$ cat src/rtl/constants.sv
// Shared constants for the issue stage and the ALU it feeds.
// ALU op codes, datapath sizes and the issue-slot bundle.
package constants;
  localparam int W     = 16;
  localparam int NREGS = 16;
  localparam int IDXW  = $clog2(NREGS);

  localparam logic [3:0] ALU_OP_ADD = 4'h0;
  localparam logic [3:0] ALU_OP_SUB = 4'h1;
  localparam logic [3:0] ALU_OP_AND = 4'h2;
  localparam logic [3:0] ALU_OP_OR  = 4'h3;
  localparam logic [3:0] ALU_OP_XOR = 4'h4;

  typedef struct packed {
    logic            valid;
    logic [3:0]      op;
    logic [IDXW-1:0] rd;
    logic [W-1:0]    a;
    logic [W-1:0]    b;
    logic            fwd_a;
    logic            fwd_b;
  } slot_t;
endpackage

$ cat src/rtl/regfile.sv
// Register file: two operand read ports, one debug read port,
// one synchronous write port; r0 is never written so reads 0.
module regfile
  import constants::*;
(
  input  logic            clk,
  input  logic            resetn,
  input  logic [IDXW-1:0] ra_i,
  input  logic [IDXW-1:0] rb_i,
  input  logic [IDXW-1:0] dbg_addr_i,
  input  logic            we_i,
  input  logic [IDXW-1:0] wa_i,
  input  logic [W-1:0]    wd_i,
  output logic [W-1:0]    rda_o,
  output logic [W-1:0]    rdb_o,
  output logic [W-1:0]    dbg_o
);
  logic [W-1:0] rf_q [NREGS];

  always_ff @(posedge clk or negedge resetn) begin
    if (!resetn) begin
      for (int i = 0; i < NREGS; i++) rf_q[i] <= '0;
    end else if (we_i && wa_i != '0) begin
      rf_q[wa_i] <= wd_i;
    end
  end

  assign rda_o = rf_q[ra_i];
  assign rdb_o = rf_q[rb_i];
  assign dbg_o = rf_q[dbg_addr_i];
endmodule

$ cat src/rtl/alu_issue.sv
// Issue/operand-fetch stage feeding a registered ALU, with write-back.
// ALU_ISSUE_FORWARD_EN: forward from E/W slots instead of stalling.
module alu_issue
  import constants::*;
(
  input  logic            clk,
  input  logic            resetn,
  input  logic            in_valid,
  output logic            in_ready,
  input  logic [3:0]      in_op,
  input  logic [IDXW-1:0] in_rd,
  input  logic [IDXW-1:0] in_rs,
  input  logic [IDXW-1:0] in_rt,
  input  logic            in_imm_en,
  input  logic [W-1:0]    in_imm,
  output logic [3:0]      alu_ctrl,
  output logic [W-1:0]    alu_a,
  output logic [W-1:0]    alu_b,
  input  logic [W-1:0]    alu_y,
  output logic            wb_valid,
  output logic [IDXW-1:0] wb_rd,
  output logic [W-1:0]    wb_data,
  input  logic [IDXW-1:0] dbg_addr,
  output logic [W-1:0]    dbg_data
);
  slot_t           e_q, e_d;
  logic            w_vld_q;
  logic [IDXW-1:0] w_rd_q;
  logic [W-1:0]    rs_data, rt_data;
  logic            rs_nz, rt_nz;
  logic            rs_e, rs_w, rt_e, rt_w;
  logic            acc;

  regfile u_rf (
    .clk        (clk),
    .resetn     (resetn),
    .ra_i       (in_rs),
    .rb_i       (in_rt),
    .dbg_addr_i (dbg_addr),
    .we_i       (w_vld_q),
    .wa_i       (w_rd_q),
    .wd_i       (alu_y),
    .rda_o      (rs_data),
    .rdb_o      (rt_data),
    .dbg_o      (dbg_data)
  );

  assign rs_nz = in_rs != '0;
  assign rt_nz = (in_rt != '0) && !in_imm_en;
  assign rs_e  = rs_nz && e_q.valid && (in_rs == e_q.rd);
  assign rt_e  = rt_nz && e_q.valid && (in_rt == e_q.rd);
  assign rs_w  = rs_nz && w_vld_q && (in_rs == w_rd_q);
  assign rt_w  = rt_nz && w_vld_q && (in_rt == w_rd_q);

`ifdef ALU_ISSUE_FORWARD_EN
  assign in_ready = 1'b1;
`else
  assign in_ready = !(rs_e || rs_w || rt_e || rt_w);
`endif
  assign acc = in_valid && in_ready;

  always_comb begin
    e_d = '0;
    if (acc) begin
      e_d.valid = 1'b1;
      e_d.op    = in_op;
      e_d.rd    = in_rd;
      e_d.a     = rs_data;
      e_d.b     = in_imm_en ? in_imm : rt_data;
`ifdef ALU_ISSUE_FORWARD_EN
      // E holds the youngest producer, so it beats W
      if (rs_e)      e_d.fwd_a = 1'b1;
      else if (rs_w) e_d.a     = alu_y;
      if (rt_e)      e_d.fwd_b = 1'b1;
      else if (rt_w) e_d.b     = alu_y;
`endif
    end
  end

  always_ff @(posedge clk or negedge resetn) begin
    if (!resetn) begin
      e_q     <= '0;
      w_vld_q <= 1'b0;
      w_rd_q  <= '0;
    end else begin
      e_q     <= e_d;
      w_vld_q <= e_q.valid;
      w_rd_q  <= e_q.rd;
    end
  end

  assign alu_ctrl = e_q.op;
  assign alu_a    = e_q.fwd_a ? alu_y : e_q.a;
  assign alu_b    = e_q.fwd_b ? alu_y : e_q.b;
  assign wb_valid = w_vld_q;
  assign wb_rd    = w_rd_q;
  assign wb_data  = w_vld_q ? alu_y : '0;
endmodule

$ cat config.mk
export PLATFORM = sky130hd
export DESIGN_NAME = alu_issue
export DESIGN_NICKNAME = d
export VERILOG_FILES = /design/src/rtl/constants.sv /design/src/rtl/regfile.sv /design/src/rtl/alu_issue.sv
export SDC_FILE = /design/constraint.sdc
export NUM_CORES = 1
export LEC_CHECK = 0
export CAP_MARGIN = 20
export CORE_AREA = 4 4 194 196
export CTS_CLUSTER_DIAMETER = 200
export DETAILED_ROUTE_END_ITERATION = 10
export DIE_AREA = 0 0 198 200
export PLACE_DENSITY = 0.67
export SYNTH_ARGS = -nofsm -noshare
export SYNTH_HDL_FRONTEND = slang
export SYNTH_HIERARCHICAL = 1
export SYNTH_SLANG_ARGS = --single-unit
$ cat constraint.sdc
create_clock -name clk -period 1.9 [get_ports clk]
set_input_delay 0.19 -clock clk [delete_from_list [all_inputs] [get_ports clk]]
set_output_delay 0.19 -clock clk [all_outputs]
set_load 0.01 [all_outputs]
* Yosys cells after proc, flatten, opt, wreduce, memory -nomap -nowiden
Cells that the tools add are included.
** Storage, ports and cells
- Output and inout bits :: 74
- Word-level logic and storage cells :: 71
- Input port bits :: 56
- Register bits :: 302
** Cells by class
- Bitwise operators :: 4
- Equality and inequality tests :: 4
- Mux-type cells :: 15
- Magnitude comparators :: 5
- Reductions and logical operators :: 20
** Operator list (number)
- 256-bit bitwise mux :: 1
- 16-bit binary-select mux with 4-bit select :: 3
- 16-bit 2-to-1 mux :: 9
- 16-bit demux with 4-bit select :: 1
- 41-bit 2-to-1 mux :: 1
- 5-bit >= comparator (second input constant) :: 4
- 4-bit NOT with 5-bit output :: 4
- 4-bit equality test :: 4
- 1-bit logical AND :: 12
- 4-bit nonzero test :: 3
- 5-bit by 1-bit less-than comparator with 1-bit output (second input constant) :: 1
- 1-bit logical OR :: 3
- 1-bit logical NOT :: 2

* Depth between registers and ports, before layout
- Depth in word-level cells :: 9
- Gate-level depth with buffers :: 7
- Mapped depth without buffers :: 6

* Modules after synthesis
Netlist, hierarchy kept.
** Modules (own cells, without submodules)
- regfile :: area an instance 15039.4 um^2, sequential area each 6406.1 um^2, times used 1, cells an instance 981
- alu_issue :: area an instance 2287.2 um^2, sequential area each 1151.1 um^2, times used 1, cells an instance 197

* Least setup slack after synthesis
Ideal clock, no wire load.
- Path kind :: flip-flop to flip-flop
- Start :: reg w_vld_q (netlist: wb_valid)
- End :: reg u_rf/rf_q[197] (netlist bit)
- Cell stages (with the launch flop) :: 6
- Buffers on the path :: 2
- Slack :: 0.059 ns
- Library setup time :: 0.125 ns
- Clock period less this slack :: 1.841 ns
- Arrival :: 1.717 ns
- Data required time :: 1.775 ns
- Cell sequence :: dfrtp_1 nor3b_1 and3_1 buf_2 buf_2 mux2_2
** Between the ends
- Cells in the longest elaborated chain, start to end :: 1
** RTL lines
- from (decl) :: line alu_issue.sv:27 : logic w_vld_q;
- from (signal assigned) :: line alu_issue.sv:87 : w_vld_q <= e_q.valid;
- 1-bit logical AND :: line regfile.sv:23 : end else if (we_i && wa_i != '0) begin
- to (signal, indexed assignment) :: line regfile.sv:24 : rf_q[wa_i] <= wd_i;
- to (decl) :: line regfile.sv:18 : logic [W-1:0] rf_q [NREGS];
No other way between the ends.
A chain may end at the register's enable or synchronous reset.

* Final worst setup path
- Start :: reg u_rf/rf_q[189] (netlist bit)
- End :: out dbg_data[13]
** Between the ends
- Cells in the longest elaborated chain, start to end :: 3
** RTL lines
- 16-bit binary-select mux with 4-bit select :: line regfile.sv:30 : assign dbg_o = rf_q[dbg_addr_i];
- 16-bit 2-to-1 mux (implied by the code) (2 in series) :: line regfile.sv:30
- to (decl) :: line alu_issue.sv:24 : output logic [W-1:0] dbg_data
No other way between the ends. The select of a mux whose other input is x is not followed.

==> results.cfg <==
[sta]
slew_violations = 0
fin_crit_sh = 1.12
rsz0062_at_grt = true
min_period_ps = 2130
setup_viol = 19
fin_setup_tns_ps = -2420
timing.fmax_ghz = 0.469
hold_viol = 0
relSlewSlack = 0.699
clock_skew_ps = 8.08
worst_pin_slew_ps = 451
postLayoutSetupSlackWorst_ps = -230

[yosys]
yosys.area_share.adder = 0
yosys.area.top_type = dfrtp_1
synth_edf_count = 0
async_reset_ff_frac = 1.00
synth_ff_type = dfrtp_1
syn_inst = 1178
ys_ff_latch = 302
syn_nets = 1234
yosys.area_share.simple = 0.0496
synth_cell_type_count = 35
synth-compound-area-share = 0.0433
synth_top_area_frac = 0.436
synth.area.top_cells = dfrtp_1, mux4_2, mux2_2, a22oi_1, buf_4
synth-xor-area-share = 0.00708
synth_top_family_by_area = multiplexers
synth-seq-area-share = 0.436
syn_area_per_cell_um2 = 14.7
yosysWarnings = 6
synth_area_mm2 = 0.0173
muxShareOfSynthArea = 0.415

[route]
firstDrtPassIters = 6
wl_per_cell_um = 27.6
wl_mm = 54.6
dr_total_vias = 12413
drc = 0
ant_nets = 0
first_iter_violations = 1126
viasPerCell = 6.29

[die]
start_util = 0.480
dieArea_mm2 = 0.0396
die_h_um = 200
rows = 70
dieWidth_um = 198
coreArea_mm2 = 0.0361
num_io_pins = 130

[clock_network]
path_clk_slew_ps = 60
insertion_delay_ps = 530
cts_made_buffers = 36
htreeDepth = 2
clock-sinks = 302
clockBufferDepth = 3
cts_tree = done
clock-root-buffer = clkbuf_16

[worst_setup_path]
critPathLaunchType = register
critical_path.max_fanout = 4
cp.required_ps = 1710
path_cells = mux4_2 > a22oi_2 > nand2_2 > buf_6
max_stage_delay_ps = 480
crit_slowest_cell = mux4_2
crit_family = multiplexers
worstSetupPathType = reg2out
crit_buf_inv = 1
end_kind = output port
arrival_ps = 1940

[finish]
fin_util = 0.630
design_area_mm2 = 0.0227
drive_gt1_frac = 0.585
fin_nets = 1543
seq_area_mm2 = 0.00756
antennaDiodeCount = 0
fillers = 2665
multiInputGateArea_mm2 = 0.00919
area_growth_pct = 31.2

[placement]
placed_cell_area_mm2 = 0.0208
numPortBuffers = 129
place_congestion = 0.893
dp_hpwl_mm = 36.9

[power_and_ir_drop]
power_mw = 22.9
powerDensity_mw_per_mm2 = 1010
vdd_drop_max_v = 0.000592
p_leak_nw = 10.0

[global_route]
globalRouteOverflowTotal = 0
grt_usage = 0.275
antenna_found_initial = 0
grt_first_pass_wirelength_mm = 81.8
grt_max_degree = 77
grt_pass1_vias = 12986

[hold_path]
min_path_type = in2async

[status]
outcome = complete, but fails checks
violations = setup timing

[flow_run]
cap_violations = 0
[state kept, by name (all words and copies together) (netlist names)]
register	cells
u_rf/rf_q	256
e_q	37
alu_ctrl	4
wb_rd	4
wb_valid	1
[placed cells by master, fill, tap and decap left out, types with 3 or more instances in the layout]
cell             instances
nor2_1                   7
clkbuf_8                 7
clkbuf_16               38
a22oi_1                 67
mux2_2                 225
xnor2_1                  4
and3_1                  19
dlygate4sd2_1           16
buf_4                  238
mux2_4                  14
nand2_1                 41
nor2_4                   4
nor3_1                  12
dfrtp_1                296
nand3b_1                 3
nor2b_1                  6
xor2_1                  10
dfrtp_2                  6
clkbuf_1                10
nand2_2                  8
a22oi_2                 29
buf_12                  55
and2_1                  20
buf_2                   12
mux2i_1                 15
nor3_2                  10
bufinv_16                3
nor2_2                   5
buf_6                   18
and3_2                   6
mux4_2                 192
clkdlybuf4s50_1         89
[layer usage]
layer,up-vias,wire length (um),track usage
met5,-,0,0
met3,110,3510,0.0364
met1,6570,22300,0.385
li1,5175,-,-
met2,558,27000,0.455
met4,0,1760,0.0844
[area by class of cell]
type / instances / share of cell area
clock buffer: 54 / 0.0466
clock inverter: 4 / 0.00418
inverter: 2 / 0.000440
multi-input combinational: 714 / 0.404
sequential: 302 / 0.333
tap: 468 / 0.0258
timing repair buffer: 431 / 0.186
[worst reg2reg max path: stages (launching register included)]
cell and delay [ps]:
dfrtp_2 430, buf_4 160, buf_4 160, nand2b_2 260, nor2_4 240, clkbuf_16 240
mux2_4 310
[synth_stat cells (4+ instances only)]
cell type and count:
buf_2 38, and2_1 20, nor3_1 13, nor2b_1 6, clkbuf_1 71, buf_6 5, xnor2_1 4, and3_2 5
mux2_2 239, mux2i_1 16, nor2_2 6, buf_4 38, xor2_1 10, buf_1 7, nand2_1 49, mux4_2 192
a22oi_1 96, nor3_2 9, nor2_1 10, dfrtp_1 302, and3_1 20
[report_power, final]
part           switching [mW]  internal (mW)  total, mW
clock                    2.69           4.22       6.92
sequential              0.947           7.76       8.71
combinational            2.77           4.49       7.26
total                    6.41           16.5       22.9
[through the flow]
step,setup WS (ps),std cells,hold WS [ps]
global placement,-332,1855,38.9
finish,-230,1975,88.9
detailed placement,-327,1855,38.1
CTS,-224,1967,73.0
floorplan,58.5,1178,-106
global route,-259,1975,108
[final timing paths]
check,startpoint,endpoint,slack (ps),cells after the start
setup / recovery,u_rf/rf_q[189],dbg_data[13],-230,4
max in group asynchronous,resetn,u_rf/rf_q[15],1110,3
hold reg to reg,u_rf/rf_q[249],u_rf/rf_q[249],420,0
min in group clk,in_rd[3],e_q[37],250,2
hold / removal,resetn,e_q[29],90,2
setup reg to reg,wb_rd[0],u_rf/rf_q[86],0,6
[kinds of logic after synthesis]
| logic type | Yosys count |
|---|---|
| buffers and inverters | 162 |
| multiplexers | 448 |
| flip-flops | 302 |
| AO/OA/AOI/OAI | 98 |
| XOR/XNOR | 14 |
| AND/OR/NAND/NOR | 154 |
[timing repair]
| action | CTS | global route |
|---|---|---|
| endpoints found under the hold margin | 302 | 0 |
| cloned | 0 | 1 |
| pin swaps | 40 | 16 |
| buffers inserted | 53 | 8 |
| resized for setup | 133 | 40 |
| hold buffers | 1 | 0 |
| setup endpoints to repair | 34 | 153 |
No activity file was read; power rests on OpenSTA's default activity.
